**src/rtl/mem_pkg.sv**
```systemverilog
// Shared memory-side types: line/beat words, per-beat view of a line, and the adapter FSM states.
package mem_pkg;
   localparam int LINE_OFFSET_BITS = 5;
   localparam int BEAT_OFFSET_BITS = 3;
   localparam int LINE_BITS        = 256;
   localparam int BEAT_BITS        = 64;
   localparam int NUM_BEATS        = LINE_BITS / BEAT_BITS;

   typedef logic [LINE_BITS-1:0] line_t;
   typedef logic [BEAT_BITS-1:0] beat_t;
   typedef logic [NUM_BEATS-1:0][BEAT_BITS-1:0] beat_vec_t;

   typedef enum logic [1:0] {IDLE, RD_BURST, WR_BURST, DONE} lba_state_e;
endpackage

```
**src/rtl/line_burst_adapter_if.sv**
```systemverilog
// Line-side request/response and burst-side beat signals of the line/burst adapter.
interface line_burst_adapter_if;
   logic [31:0]     line_addr;
   mem_pkg::line_t  line_wdata;
   mem_pkg::line_t  line_rdata;
   logic            line_read;
   logic            line_write;
   logic            line_resp;
   logic [31:0]     burst_addr;
   mem_pkg::beat_t  burst_wdata;
   mem_pkg::beat_t  burst_rdata;
   logic            burst_read;
   logic            burst_write;
   logic            burst_resp;
   logic            timeout_err;

   modport slave (
      input  line_addr, line_wdata, line_read, line_write, burst_rdata, burst_resp,
      output line_rdata, line_resp, burst_addr, burst_wdata, burst_read, burst_write, timeout_err
   );

   modport master (
      output line_addr, line_wdata, line_read, line_write, burst_rdata, burst_resp,
      input  line_rdata, line_resp, burst_addr, burst_wdata, burst_read, burst_write, timeout_err
   );
endinterface

```
**src/rtl/lba_beat_counter.sv**
```systemverilog
// Beat index within a line burst: advances on inc, returns to 0 on clr; last flags the final beat.
module lba_beat_counter #(
   parameter  int BEATS = 4,
   localparam int IDX_W = $clog2(BEATS)
) (
   input  logic             clk,
   input  logic             rst_n,
   input  logic             inc,
   input  logic             clr,
   output logic [IDX_W-1:0] idx,
   output logic             last
);
   logic [IDX_W-1:0] idx_q, idx_d;

   always_comb begin
      idx_d = idx_q;
      if (clr) begin
         idx_d = '0;
      end else if (inc) begin
         idx_d = idx_q + 1'b1;
      end
   end

   always_ff @(posedge clk or negedge rst_n) begin
      if (!rst_n) begin
         idx_q <= '0;
      end else begin
         idx_q <= idx_d;
      end
   end

   assign idx  = idx_q;
   assign last = (idx_q == IDX_W'(BEATS - 1));
endmodule

```
**src/rtl/line_burst_adapter.sv**
```systemverilog
// Line <-> 4-beat burst adapter, one transaction in flight, >= 6 cycles per line; beats stall on burst_resp.
// Requester holds line_read/line_write until line_resp. LBA_TIMEOUT_EN adds a stall watchdog (timeout_err).
module line_burst_adapter
   import mem_pkg::*;
#(
   parameter int LINE_WIDTH     = 256,
   parameter int BEAT_WIDTH     = 64,
   parameter int TIMEOUT_CYCLES = 1024
) (
   input logic                 clk,
   input logic                 rst_n,
   line_burst_adapter_if.slave bus
);
   localparam int BEATS = LINE_WIDTH / BEAT_WIDTH;
   localparam int IDX_W = $clog2(BEATS);

   lba_state_e                  state_q, state_d;
   logic [31:LINE_OFFSET_BITS]  base_q, base_d;
   beat_vec_t                   wdata_q, wdata_d;
   beat_vec_t                   rdata_q, rdata_d;
   logic [IDX_W-1:0]            beat_idx;
   logic                        beat_last;
   logic                        beat_inc;
   logic                        beat_clr;
   logic                        bursting;
   logic                        addr_unused;

`ifdef LBA_TIMEOUT_EN
   logic [31:0] wdog_q, wdog_d;
   logic        terr_q, terr_d;
`endif

   assign addr_unused = ^bus.line_addr[LINE_OFFSET_BITS-1:0];

   lba_beat_counter #(.BEATS(BEATS)) u_beat_cnt (
      .clk  (clk),
      .rst_n(rst_n),
      .inc  (beat_inc),
      .clr  (beat_clr),
      .idx  (beat_idx),
      .last (beat_last)
   );

   always_comb begin
      state_d         = state_q;
      base_d          = base_q;
      wdata_d         = wdata_q;
      rdata_d         = rdata_q;
      beat_inc        = 1'b0;
      beat_clr        = 1'b0;
      bursting        = (state_q == RD_BURST) || (state_q == WR_BURST);
      bus.line_resp   = 1'b0;
      bus.burst_read  = 1'b0;
      bus.burst_write = 1'b0;
      bus.burst_wdata = '0;
      bus.burst_addr  = '0;
`ifdef LBA_TIMEOUT_EN
      wdog_d          = '0;
      terr_d          = terr_q;
`endif
      case (state_q)
         IDLE: begin
            // Write has priority; a concurrent read stays pending at the requester.
            if (bus.line_write) begin
               base_d  = bus.line_addr[31:LINE_OFFSET_BITS];
               wdata_d = bus.line_wdata;
               state_d = WR_BURST;
            end else if (bus.line_read) begin
               base_d  = bus.line_addr[31:LINE_OFFSET_BITS];
               state_d = RD_BURST;
            end
         end
         RD_BURST: begin
            bus.burst_read = 1'b1;
            if (bus.burst_resp) begin
               rdata_d[beat_idx] = bus.burst_rdata;
               beat_inc          = 1'b1;
               if (beat_last) state_d = DONE;
            end
         end
         WR_BURST: begin
            bus.burst_write = 1'b1;
            bus.burst_wdata = wdata_q[beat_idx];
            if (bus.burst_resp) begin
               beat_inc = 1'b1;
               if (beat_last) state_d = DONE;
            end
         end
         DONE: begin
            bus.line_resp = 1'b1;
            beat_clr      = 1'b1;
            state_d       = IDLE;
         end
         default: state_d = IDLE;
      endcase

      if (bursting) begin
         bus.burst_addr = {base_q, beat_idx, {BEAT_OFFSET_BITS{1'b0}}};
      end

`ifdef LBA_TIMEOUT_EN
      // Any accepted beat restarts the stall window; expiry abandons the remaining beats.
      if (bursting && !bus.burst_resp) begin
         wdog_d = wdog_q + 32'd1;
         if (wdog_d == 32'(TIMEOUT_CYCLES)) begin
            wdog_d  = '0;
            terr_d  = 1'b1;
            state_d = DONE;
         end
      end
`endif
   end

   always_ff @(posedge clk or negedge rst_n) begin
      if (!rst_n) begin
         state_q <= IDLE;
         base_q  <= '0;
         wdata_q <= '0;
         rdata_q <= '0;
      end else begin
         state_q <= state_d;
         base_q  <= base_d;
         wdata_q <= wdata_d;
         rdata_q <= rdata_d;
      end
   end

`ifdef LBA_TIMEOUT_EN
   always_ff @(posedge clk or negedge rst_n) begin
      if (!rst_n) begin
         wdog_q <= '0;
         terr_q <= 1'b0;
      end else begin
         wdog_q <= wdog_d;
         terr_q <= terr_d;
      end
   end

   assign bus.timeout_err = terr_q;
`else
   logic [31:0] tmo_unused;
   assign tmo_unused      = 32'(TIMEOUT_CYCLES);
   assign bus.timeout_err = 1'b0;
`endif

   assign bus.line_rdata = rdata_q;
endmodule
```
**src/flat_wrapper.sv**
```systemverilog
// flat-port wrapper written by rule: the top's interface ports become plain ports
module line_burst_adapter_flat import mem_pkg::*;
#(
   parameter int LINE_WIDTH     = 256,
   parameter int BEAT_WIDTH     = 64,
   parameter int TIMEOUT_CYCLES = 1024
)
  (clk, rst_n, bus_line_addr, bus_line_wdata, bus_line_read, bus_line_write, bus_burst_rdata, bus_burst_resp, bus_line_rdata, bus_line_resp, bus_burst_addr, bus_burst_wdata, bus_burst_read, bus_burst_write, bus_timeout_err);
  line_burst_adapter_if bus_i ();
  input logic clk;
  input logic rst_n;
  input wire logic [$bits(bus_i.line_addr)-1:0] bus_line_addr;
  input wire logic [$bits(bus_i.line_wdata)-1:0] bus_line_wdata;
  input wire logic [$bits(bus_i.line_read)-1:0] bus_line_read;
  input wire logic [$bits(bus_i.line_write)-1:0] bus_line_write;
  input wire logic [$bits(bus_i.burst_rdata)-1:0] bus_burst_rdata;
  input wire logic [$bits(bus_i.burst_resp)-1:0] bus_burst_resp;
  output wire logic [$bits(bus_i.line_rdata)-1:0] bus_line_rdata;
  output wire logic [$bits(bus_i.line_resp)-1:0] bus_line_resp;
  output wire logic [$bits(bus_i.burst_addr)-1:0] bus_burst_addr;
  output wire logic [$bits(bus_i.burst_wdata)-1:0] bus_burst_wdata;
  output wire logic [$bits(bus_i.burst_read)-1:0] bus_burst_read;
  output wire logic [$bits(bus_i.burst_write)-1:0] bus_burst_write;
  output wire logic [$bits(bus_i.timeout_err)-1:0] bus_timeout_err;
  assign bus_i.line_addr = bus_line_addr;
  assign bus_i.line_wdata = bus_line_wdata;
  assign bus_i.line_read = bus_line_read;
  assign bus_i.line_write = bus_line_write;
  assign bus_i.burst_rdata = bus_burst_rdata;
  assign bus_i.burst_resp = bus_burst_resp;
  assign bus_line_rdata = bus_i.line_rdata;
  assign bus_line_resp = bus_i.line_resp;
  assign bus_burst_addr = bus_i.burst_addr;
  assign bus_burst_wdata = bus_i.burst_wdata;
  assign bus_burst_read = bus_i.burst_read;
  assign bus_burst_write = bus_i.burst_write;
  assign bus_timeout_err = bus_i.timeout_err;
  line_burst_adapter #(.LINE_WIDTH(LINE_WIDTH), .BEAT_WIDTH(BEAT_WIDTH), .TIMEOUT_CYCLES(TIMEOUT_CYCLES)) u_core (.clk(clk), .rst_n(rst_n), .bus(bus_i));
endmodule
```
**config.mk**
```make
export PLATFORM = sky130hd
export DESIGN_NAME = line_burst_adapter_flat
export DESIGN_NICKNAME = d
export VERILOG_FILES = /design/src/rtl/mem_pkg.sv /design/src/rtl/line_burst_adapter_if.sv /design/src/rtl/lba_beat_counter.sv /design/src/rtl/line_burst_adapter.sv /design/src/flat_wrapper.sv
export SDC_FILE = /design/constraint.sdc
export NUM_CORES = 1
export LEC_CHECK = 0
export CORE_AREA = 5 5 275 277
export DETAILED_ROUTE_END_ITERATION = 8
export DIE_AREA = 0 0 280 282
export REMOVE_ABC_BUFFERS = 1
export SLEW_MARGIN = 20
export SYNTH_ARGS = -nofsm -noshare
export SYNTH_HDL_FRONTEND = slang
export SYNTH_SLANG_ARGS = --single-unit
```
**constraint.sdc**
```tcl
create_clock -name clk -period 2.75 [get_ports clk]
set_input_delay 0.275 -clock clk [delete_from_list [all_inputs] [get_ports clk]]
set_output_delay 0.275 -clock clk [all_outputs]
set_load 0.02 [all_outputs]
```
# [Yosys cells after proc, flatten, opt, wreduce, memory -nomap -nowiden]
# Cells that the tools add are included.
[classes] addsub=1 multipliers=0 div=0 order_cmp=2 eq_ne=7 shifts=0 muxes=21 bitwise_logic=0 n_reduce_logical=10
[ops] cell="bitwise mux 256 bit" count=1
[ops] cell="two-way mux 64 bit" count=3
[ops] cell="binary-select mux 64 bit (select 2 bit)" count=1
[ops] cell="demux 64 bit (select 2 bit)" count=1
[ops] cell="two-way mux 27 bit" count=2
[ops] cell="two-way mux 32 bit" count=1
[ops] cell="two-way mux 2 bit" count=6
[ops] cell="== test 2 bit, second input constant" count=3
[ops] cell="case mux 2 bit (3 select lines)" count=1
[ops] cell="AND reduction 2 bit" count=3
[ops] cell="two-way mux 1 bit" count=5
[ops] cell="inequality test 2 x 1 -> 1 bit, second input constant" count=2
[ops] cell="nonzero test 2 bit" count=2
[ops] cell="less-than comparator 2 x 3 -> 1 bit, second input constant" count=1
[ops] cell="inequality test 3 bit, second input constant" count=1
[ops] cell="AND reduction 3 bit" count=1
[ops] cell="adder 2 x 1 -> 2 bit, second input constant" count=1
[ops] cell="== test 2 x 1 -> 1 bit, second input constant" count=1
[ops] cell="greater-or-equal comparator 2 x 1 -> 1 bit, second input constant" count=1
[ops] cell="logical NOT 2 bit" count=1
[ops] cell="OR reduction 2 bit" count=1
[ops] cell="logical AND 1 bit" count=1
[ops] cell="logical OR 1 bit" count=1
[word_totals] register_bits=543 latch_bits=0 ram_bits=0 romBits=0 output_inout_bits=356 wordCells=52 n_memories=0

# [Depth between registers and ports, before layout]
# Gate-level depths: netlist of the first run.
[depth] ltp_word=5 ltp_mapped=7

# [Cells and area by module]
# Synthesis of the first run repeated with hierarchy kept, for this count alone.
[unflattened] cells_unflattened=1354 area_unflattened_um2=22430.3
[modules_own_cells] mod="line_burst_adapter" n_inst=1 cells_per_inst=1347 area_each_um2=22341.4 seq_area_each_um2=13538.0
[modules_own_cells] mod="lba_beat_counter" n_inst=1 cells_per_inst=7 area_each_um2=88.8 seq_area_each_um2=50.0

# [Worst setup path before layout of the first run]
# Ideal clock, no wire load.
[synth_path] kind="reg2reg" start="reg u_core.u_beat_cnt.idx_q[1], in the netlist u_core.u_beat_cnt.idx[1]" end="reg u_core.rdata_q (netlist bit u_core.bus.line_rdata[100])" t_arrival_ns=1.775 required_ns=2.625 path_slack_ns=0.850 stages_incl_launch_ff=8 synth_period_minus_slack_ns=1.900 path_cell_list="dfrtp_1 -> buf_2 -> buf_2 -> inv_1 -> ha_1 -> nand3_2 -> buf_2 -> mux2_2"
[synth_between] elab_chain_cells=5 elab_cells_between_ends=6
[synth_lines] item="from (decl)" line_no="lba_beat_counter.sv:13" source="logic [IDX_W-1:0] idx_q, idx_d;"
[synth_lines] item="from (signal assigned)" line_no="lba_beat_counter.sv:28" source="idx_q <= idx_d;"
[synth_lines] item="less-than comparator 2 x 3 -> 1 bit (not written as such) / greater-or-equal comparator 2 x 1 -> 1 bit (equally long branches)" line_no="line_burst_adapter.sv:76" source="rdata_d[beat_idx] = bus.burst_rdata;"
[synth_lines] item="logical AND 1 bit (not written as such)" line_no="line_burst_adapter.sv:76"
[synth_lines] item="two-way mux 64 bit (not written as such)" line_no="line_burst_adapter.sv:76"
[synth_lines] item="demux 64 bit (select 2 bit) *"
[synth_lines] item="bitwise mux 256 bit *" line_no="line_burst_adapter.sv:76"
[synth_lines] item="to (signal assigned)" line_no="line_burst_adapter.sv:124" source="rdata_q <= rdata_d;"
[synth_lines] item="to (decl)" line_no="line_burst_adapter.sv:20" source="beat_vec_t rdata_q, rdata_d;"
# Every way passes the cells marked *; elsewhere a longest branch is shown, timed or not.
# A chain may end at the register's enable or synchronous reset.

# [Worst setup path after layout of the first run]
[layout_path] start="reg u_core.u_beat_cnt.idx_q[0], in the netlist u_core.u_beat_cnt.idx[0]" end="out bus_burst_wdata[35]"
[layout_between] elab_chain_cells=3
[layout_lines] item="binary-select mux 64 bit (select 2 bit)" line_no="line_burst_adapter.sv:83" source="bus.burst_wdata = wdata_q[beat_idx];"
[layout_lines] item="two-way mux 64 bit (not written as such)" line_no="line_burst_adapter.sv:83"
[layout_lines] item="two-way mux 64 bit" line_no="line_burst_adapter.sv:61" source="case (state_q)"
[layout_lines] item="to (decl)" line_no="flat_wrapper.sv:21" source="output wire logic [$bits(bus_i.burst_wdata)-1:0] bus_burst_wdata;"
# Every way passes these cells. The select of a mux whose other input is x is not followed.

==> results_dict.tcl, run 1 <==
set metrics [dict create \
    status "completed" \
    power_density_nw_per_um2 1230 \
    seq_area_frac_synth_pct 60.7 \
    synth_top_cell_area_share_pct 60.7 \
    die_y_um 282 \
    reg2reg_depth 7 \
    cp-end-kind "output port" \
    first_global_vias 16400 \
    ys_warn_count 0 \
    cts_tree "yes" \
    viasPerCell 4.62 \
    period_needed_ns 2.65 \
    gr-usage-met1_pct 21.0 \
    antenna_found_initial 13 \
    hold_path_class "primary input to async pin" \
    dieWidth_um 280 \
    hold_violations 0 \
    clock.fmax_ghz 0.377 \
    cts.htree.levels 2 \
    vias 14400 \
    grt_max_degree 66 \
    synthFlopType "dfrtp_1" \
    synth_edf_count 0 \
    clk_pin_slew_ns 0.06 \
    cts.sinks 543 \
    max_stage_delay_ns 0.49 \
    clk_latency_ns 0.61 \
    maxCapViolCount 0 \
    cp_max_fo 7 \
    dp_hpwl_um 52600 \
    worstPathCellList "buf_12 -> buf_12 -> mux4_2 -> and2_1 -> dlygate4sd2_1" \
    p_leak_nw 14.3 \
    syn_to_final_growth_pct 47.3 \
    slowest_stage "dfrtp_4" \
    worst-setup-path-type "flip-flop to output port" \
    met2_usage_pct 31.0 \
    clock_path_buffers 3 \
    layout.nets 2469 \
    setup_viol 0 \
    cpMostUsedCell "buf_12" \
    whs_ns 0.229 \
    post-place-cells 2985 \
    ant_nets 0 \
    io_buffers 703 \
    cts_buffers 61 \
    die_area_um2 79000 \
    rsz0062_at_grt "yes" \
    max_slew_margin_pct 61.6 \
    dr.pass1.iters 4 \
    cp.arrival_ns 2.38 \
    startpoint "u_core.u_beat_cnt.idx[0]" \
    finalCoreUtilization_pct 45.4 \
    grt_util_all_layers_pct 18.1 \
    cp_data_required_time_ns 2.48 \
    r2r_start "u_core.u_beat_cnt.idx[0]" \
    ys_seq_elements 543 \
    clock_skew_ns 0.0148 \
    core-area_um2 72600 \
    drt_iter0_drc 458 \
    met3_usage_pct 7.93 \
    gr-max-usage-layer "met2" \
    tightest_slew_ns 0.577 \
    final.setup.tns_ns 0 \
    ioPinCount 713 \
    drive_gt1_share_pct 36.3 \
    finalMaxSlewViolations 0 \
    pre_cts_ws_ns 0.260 \
    synth_area_um2 22400 \
    avgSynthCellArea_um2 16.5 \
    wl_per_cell_um 23.7 \
    layout_setup_ws_ns 0.0976 \
    max-vdd-ir-drop_uv 752 \
    grt_pass1_wl_um 108000 \
    grt_remaining_overflow 0 \
    gp_congestion 0.854 \
    drt_wl_total_um 73700 \
    rows 99 \
    yosys.area.top_type "dfrtp_1" \
    ys_types 22 \
    synth.area.top_cells "dfrtp_1 (61%), mux2_2 (27%), mux4_2 (6.4%)" \
    clock-root-buffer "clkbuf_16" \
    synth_cells 1356 \
    fin_cells 3110 \
    critPathLaunchType "flip-flop" \
    fill_cells 6505 \
    start_util_pct 30.9 \
    drc 0 \
    post-route-period-util_pct 96.5 \
    async_reset_ff_share_pct 100 \
]
[flip-flops by register name (all words and copies together) (netlist names)]
signal	count
u_core.base_q	27
u_core.bus.line_rdata	256
u_core.state_q	2
u_core.u_beat_cnt.idx	2
u_core.wdata_q	256
[cells in the mapped netlist (2+ instances only)]
| library cell | number |
|---|---|
| ha_1 | 9 |
| buf_6 | 5 |
| nand3_2 | 4 |
| nand2_1 | 5 |
| dfrtp_1 | 543 |
| and2_1 | 93 |
| buf_1 | 4 |
| buf_2 | 58 |
| clkbuf_1 | 9 |
| nor2_1 | 2 |
| mux4_2 | 64 |
| mux2_2 | 539 |
| inv_1 | 4 |
| buf_4 | 7 |
| mux2i_1 | 3 |
[kinds of logic (layout without fill, tap and decap cells)]
family,count (synthesis),in the layout,synth area share [%]
muxes,606,606,33.7
DFF,543,543,60.7
and+or+nand+nor,105,105,2.92
buffers and inverters,87,877,2.07
adders and majority gates,9,9,0.503
AOI/OAI and AO/OA,4,4,0.117
other,1,6,0.0167
xor gates and xnor gates,1,1,0.0391
[cell type report]
| cell class | instances | area, µm² | share of cell area (%) |
|---|---|---|---|
| antenna | 2 | 5.00 | 0.0152 |
| clock buffer | 89 | 1760 | 5.34 |
| inverter | 4 | 15.0 | 0.0455 |
| timing repair buffer | 764 | 7780 | 23.6 |
| tap | 959 | 1200 | 3.64 |
| multi-input combinational | 729 | 8410 | 25.5 |
| clock inverter | 20 | 225 | 0.683 |
| sequential | 543 | 13600 | 41.2 |
[path summary, 6_finish.rpt]
kind                                                   to  slack (ns)
worst min register to register          u_core.base_q[23]        0.49
max in group asynchronous             u_core.wdata_q[195]        1.53
worst max-delay path                  bus_burst_wdata[35]         0.1
worst min-delay path                   u_core.wdata_q[17]        0.23
worst max register to register  u_core.bus.line_rdata[15]        0.53
min in group clk                        u_core.base_q[22]        0.28
[layer usage]
metal	share of wire, %	routed length (µm)	up-vias
li1	-	-	6344
met2	50	36500	529
met4	2.1	1520	16
met3	10	7480	96
met1	38	28100	7389
met5	0.15	107	-
[placed cells by master (no fill, tap or decap), types with 7 or more instances in the layout]
cell and instances:
clkbuf_2 9, clkdlybuf4s50_1 608, buf_12 24, clkbuf_16 62
clkdlybuf4s15_1 9, ha_1 7, dfrtp_1 541, clkbuf_8 13
dlygate4sd2_1 73, clkinv_2 9, clkbuf_1 15, mux2_2 539
buf_4 29, and2_1 93, mux4_2 64
[stage by stage]
| stage | power, mW | cell area, µm² |
|---|---|---|
| floorplan | 24.1 | 22000 |
| CTS | 41.3 | 33000 |
| global route | 42.8 | 33000 |
| global placement | 32.5 | 30900 |
| detailed placement | 32.9 | 30900 |
| finish | 40.6 | 33000 |
[what timing repair did]
action                                  CTS  global route
hold buffers                              1             0
endpoints found under the hold margin    47             0
cloned                                    4             1
endpoints found under the setup margin   94            21
resized for setup                       106            27
buffers inserted                          8             0
[where the power goes]
part / switching, mW / total [mW] / internal [mW]
clock: 3.29 / 8.08 / 4.79
sequential: 2.05 / 13.9 / 11.9
combinational: 8.62 / 18.6 / 9.99
total: 14.0 / 40.6 / 26.7
[worst max-delay path, delay by kind of cell, from the launching register on]
kind | cells | cell delay, ns
buffers and inverters | 3 | 0.61
DFF | 1 | 0.49
muxes | 1 | 0.48
and+or+nand+nor | 1 | 0.19
Power figures use the tool's default switching activity.
==> run 2: changes to the inputs <==
--- a/config.mk
+++ b/config.mk
@@ -9,6 +9,7 @@
 export DETAILED_ROUTE_END_ITERATION = 8
 export DIE_AREA = 0 0 280 282
 export REMOVE_ABC_BUFFERS = 1
+export SETUP_SLACK_MARGIN = 0.02
 export SLEW_MARGIN = 20
 export SYNTH_ARGS = -nofsm -noshare
 export SYNTH_HDL_FRONTEND = slang
==> run 2 against run 1 <==
  * Core utilization barely moved
  * Maximum frequency up 0.59%
  * Flip-flop and latch count unchanged
  * Combinational power hardly changed
  * Worst hold slack lost 0.0018 ns
==> results_dict.tcl, run 2 (synthesis results as in run 1) <==
set metrics [dict create \
    dp_hpwl_um 52600 \
    final_cell_mix "clkdlybuf4s50_1 (607), dfrtp_1 (541), mux2_2 (539), and2_1 (93), mux4_2 (64)" \
    power_density_nw_per_um2 1230 \
    tightest_slew_ns 0.570 \
    dieWidth_um 280 \
    io_buffers 703 \
    slowest_stage "mux4_2" \
    crit_buf_inv 3 \
    ioPinCount 713 \
    place_area_um2 30900 \
    gp_congestion 0.854 \
    cp-end-kind "output port" \
    drive_gt1_share_pct 36.8 \
    setup_viol 0 \
    worst-setup-path-type "flip-flop to output port" \
    viasPerCell 4.63 \
    cts_buffers 61 \
    critPathLaunchType "flip-flop" \
    start_util_pct 30.9 \
    cts.htree.levels 2 \
    cp_max_fo 6 \
    cp.arrival_ns 2.36 \
    antenna_found_initial 13 \
    clk_latency_ns 0.61 \
    finalMaxSlewViolations 0 \
    switching_share_pct 34.4 \
    reg2reg_depth 7 \
    grt_remaining_overflow 0 \
    switchingPower_mw 14.0 \
    first_global_vias 16400 \
    hold_violations 0 \
    ant_nets 0 \
    layout.nets 2471 \
    crit_cells 5 \
    seqPwrFrac_pct 34.3 \
    stdcell_area_um2 33000 \
    combinationalPowerShare_pct 45.8 \
    cp_top_family "buffers and inverters" \
    rsz0062_at_grt "no" \
    dr.pass1.iters 4 \
    die_area_um2 79000 \
    syn_to_final_growth_pct 47.2 \
    maxCapViolCount 0 \
    clock-root-buffer "clkbuf_16" \
    vias 14400 \
    post-route-period-util_pct 95.9 \
    post-place-cells 2985 \
    wl_per_cell_um 23.7 \
    drt_wl_total_um 73600 \
    clk_pin_slew_ns 0.06 \
    core-area_um2 72600 \
    hold_path_class "primary input to async pin" \
    final_common_cell "clkdlybuf4s50_1" \
    max_slew_margin_pct 62.0 \
    drt_iter0_drc 466 \
    die_y_um 282 \
    worstPathCellList "buf_12 -> buf_4 -> mux4_2 -> and2_1 -> dlygate4sd2_1" \
    cts.sinks 543 \
    rows 99 \
    fin_cells 3112 \
    max_stage_delay_ns 0.50 \
    drc 0 \
    cts_tree "yes" \
    p_clk_share_pct 19.9 \
    cp_data_required_time_ns 2.48 \
    clock.fmax_ghz 0.379 \
    p_leak_nw 14.3 \
    grt_max_degree 66 \
    status "completed" \
    grt_util_all_layers_pct 18.1 \
    whs_ns 0.227 \
    p_int_mw 26.7 \
    period_needed_ns 2.64 \
    clock_skew_ns 0.0149 \
    clock_path_buffers 3 \
    max-vdd-ir-drop_uv 752 \
    grt_pass1_wl_um 108000 \
]
-- run 2: cell types whose count changed in the layout (fill, tap and decap cells not counted), sizes merged --
cell / previous run / this run
dlymetal6s2s: 0 / 1
clkbuf: 99 / 109
buf: 59 / 62
dlygate4sd2: 73 / 62
clkdlybuf4s50: 608 / 607
-- run 2: metrics by stage --
stage          power [mW]  setup TNS, ns  setup slack (ns)  utilization [%]
2_1_floorplan        24.1       -1625.08             -4.23                -
3_3_place_gp         32.5              0             0.259             42.6
3_5_place_dp         32.9              0             0.260             42.6
4_1_cts              41.3              0            0.0129             45.4
5_1_grt              42.8              0            0.0202             45.4
6_report             40.6              0             0.113             45.4
-- run 2: cell type report --
cell class | instances | area (µm²)
Timing Repair Buffer | 766 | 7750
Inverter | 4 | 15.0
Sequential cell | 543 | 13600
Antenna cell | 2 | 5.00
Tap cell | 959 | 1200
Multi-Input combinational cell | 729 | 8410
Clock buffer | 89 | 1760
Fill cell | 6512 | 39600
Clock inverter | 20 | 225
-- run 2: power groups by stage --
stage	Clock [mW]	Combinational (mW)	Sequential, mW
final	8.07	18.6	13.9
after floorplan	0	8.33	15.8
after global routing	8.63	19.8	14.4
after global placement	0	18.6	13.9
after detailed placement	0	18.8	14.1
after CTS	8.33	19.0	14.0
-- run 2: routing by layer --
metal  global-route usage [%]  up-vias  share of wire (%)
met5                        0        -               0.15
met4                     4.11       16                2.1
met3                     7.94       96                 10
met2                     31.0      539                 50
met1                     21.0     7412                 38
li1                         -     6351                  -
-- run 2: worst paths after layout --
check                                    startpoint                         to  slack, ns
hold reg to reg                   u_core.base_q[23]          u_core.base_q[23]       0.49
max in group asynchronous                     rst_n        u_core.wdata_q[195]       1.54
hold / removal                                rst_n         u_core.wdata_q[17]       0.23
setup reg to reg           u_core.u_beat_cnt.idx[0]  u_core.bus.line_rdata[15]       0.53
min in group clk                  bus_line_addr[18]          u_core.base_q[18]       0.28
setup / recovery           u_core.u_beat_cnt.idx[0]        bus_burst_wdata[23]       0.11
-- run 2: what timing repair did --
| item | CTS | global route |
|---|---|---|
| resized for setup | 115 | 41 |
| cloned | 4 | 1 |
| endpoints found under the setup margin | 94 | 32 |
| buffers inserted | 8 | 2 |
| hold buffers | 1 | 0 |
| hold endpoints to repair | 47 | 0 |
==> run 3: changes to the inputs <==
--- a/config.mk
+++ b/config.mk
@@ -8,9 +8,7 @@
 export CORE_AREA = 5 5 275 277
 export DETAILED_ROUTE_END_ITERATION = 8
 export DIE_AREA = 0 0 280 282
-export REMOVE_ABC_BUFFERS = 1
 export SETUP_SLACK_MARGIN = 0.02
-export SLEW_MARGIN = 20
 export SYNTH_ARGS = -nofsm -noshare
 export SYNTH_HDL_FRONTEND = slang
 export SYNTH_SLANG_ARGS = --single-unit
==> run 3 against run 2 <==
  * Clock-buffer cell count up 10
  * Cell count up 0.64%
  * Flip-flop and latch count unchanged
==> results_dict.tcl, run 3 (synthesis results as in run 1) <==
set metrics [dict create \
    cts.htree.levels 2 \
    gp_congestion 0.846 \
    cts_buffers 61 \
    clk_pin_slew_ns 0.06 \
    layout.nets 2479 \
    finalPower_mw 40.7 \
    cts.sinks 543 \
    maxCapViolCount 0 \
    syn_to_final_growth_pct 48.3 \
    post-place-cells 2992 \
    antenna_found_initial 12 \
    ioPinCount 713 \
    post-route-period-util_pct 96.1 \
    cp-end-kind "output port" \
    die_area_um2 79000 \
    fin_cells 3132 \
    drt_wl_total_um 71200 \
    status "completed" \
    r2r_start "u_core.u_beat_cnt.idx[0]" \
    clk_latency_ns 0.61 \
    max-vdd-ir-drop_uv 681 \
    tightest_slew_ns 0.650 \
    viasPerCell 4.61 \
    grt_pass1_wl_um 106000 \
    rows 99 \
    setup_viol 0 \
    io_buffers 703 \
    ff_latch_area_um2 13600 \
    clock.fmax_ghz 0.378 \
    dieWidth_um 280 \
    period_needed_ns 2.64 \
    core-area_um2 72600 \
    wl_per_cell_um 22.7 \
    first_global_vias 16600 \
    final_cell_mix "clkdlybuf4s50_1 (609), dfrtp_1 (541), mux2_2 (539), and2_1 (91), mux4_2 (64)" \
    drc 0 \
    critPathLaunchType "flip-flop" \
    cp_max_fo 11 \
    ant_nets 0 \
    drt_iter0_drc 434 \
    dr.pass1.iters 4 \
    finalCoreUtilization_pct 45.7 \
    clock_skew_ns 0.0169 \
    multi_input_area_um2 8410 \
    clock-root-buffer "clkbuf_16" \
    startpoint "u_core.u_beat_cnt.idx[0]" \
    rsz0062_at_grt "no" \
    cp_data_required_time_ns 2.48 \
    hold_path_class "primary input to async pin" \
    grt_max_degree 83 \
    cts_tree "yes" \
    start_util_pct 30.9 \
    cp.arrival_ns 2.37 \
    worst-setup-path-type "flip-flop to output port" \
    power_density_nw_per_um2 1220 \
    dp_hpwl_um 51600 \
    hold_violations 0 \
    clock_path_buffers 3 \
    final_common_cell "clkdlybuf4s50_1" \
    final.setup.tns_ns 0 \
    grt_remaining_overflow 0 \
    p_leak_nw 14.5 \
    drive_gt1_share_pct 37.7 \
    finalMaxSlewViolations 0 \
    vias 14400 \
    fill_cells 6583 \
    max_slew_margin_pct 56.7 \
    die_y_um 282 \
    grt_util_all_layers_pct 17.4 \
]
==> run 3: final cells by class <==
cell class                 instances  share of cell area (%)
tap                              959                    3.61
inverter                           4                  0.0452
multi-input combinational        729                    25.3
clock buffer                      99                    5.79
antenna                            8                  0.0603
sequential                       543                    40.9
timing repair buffer             774                    23.6
clock inverter                    16                   0.659
==> run 3: metal layers <==
layer  up-vias  global-route usage (%)  share of wire, %
met1      7412                    20.1                38
met3       109                    6.90               9.2
li1       6375                       -                 -
met4         8                    5.22               2.6
met2       524                    30.2                50
met5         -                       0             0.084
==> run 3: final timing paths <==
path,endpoint,slack (ns),cells after the start
max,bus_burst_wdata[25],0.11,6
min,u_core.wdata_q[27],0.26,2
max reg2reg,u_core.bus.line_rdata[225],0.53,6
min reg2reg,u_core.base_q[18],0.50,1
max in group asynchronous,u_core.bus.line_rdata[230],1.56,4
min in group clk,u_core.wdata_q[61],0.28,2
==> run 3: through the flow <==
stage | hold WS [ns] | area (µm²) | worst slack, ns
5_1_grt | 0.235 | 33200 | 0.0231
3_3_place_gp | 0.321 | 30900 | 0.231
4_1_cts | 0.226 | 33300 | -0.167
6_report | 0.257 | 33200 | 0.107
2_1_floorplan | -0.0206 | 22400 | 0.850
3_5_place_dp | 0.322 | 30900 | 0.247
==> run 3: where the power goes <==
group	total [mW]	internal (mW)	leakage [nW]	switching, mW
combinational	18.2	9.96	6.84	8.28
clock	8.50	5.22	1.06	3.28
sequential	13.9	11.9	6.63	2.01
==> run 3: what timing repair did <==
action | 4_1_cts | 5_1_grt
cloned | 2 | 0
resized for setup | 136 | 65
setup buffers | 14 | 0
endpoints found under the setup margin | 89 | 50
hold buffers | 1 | 0
hold endpoints to repair | 53 | 0
==> run 3: worst max-delay path, cell delays in order (launching register included) <==
cell	delay, ns
dfrtp_4	0.48
buf_4	0.15
buf_12	0.13
buf_16	0.16
mux4_2	0.41
and2_1	0.16
clkdlybuf4s15_1	0.28
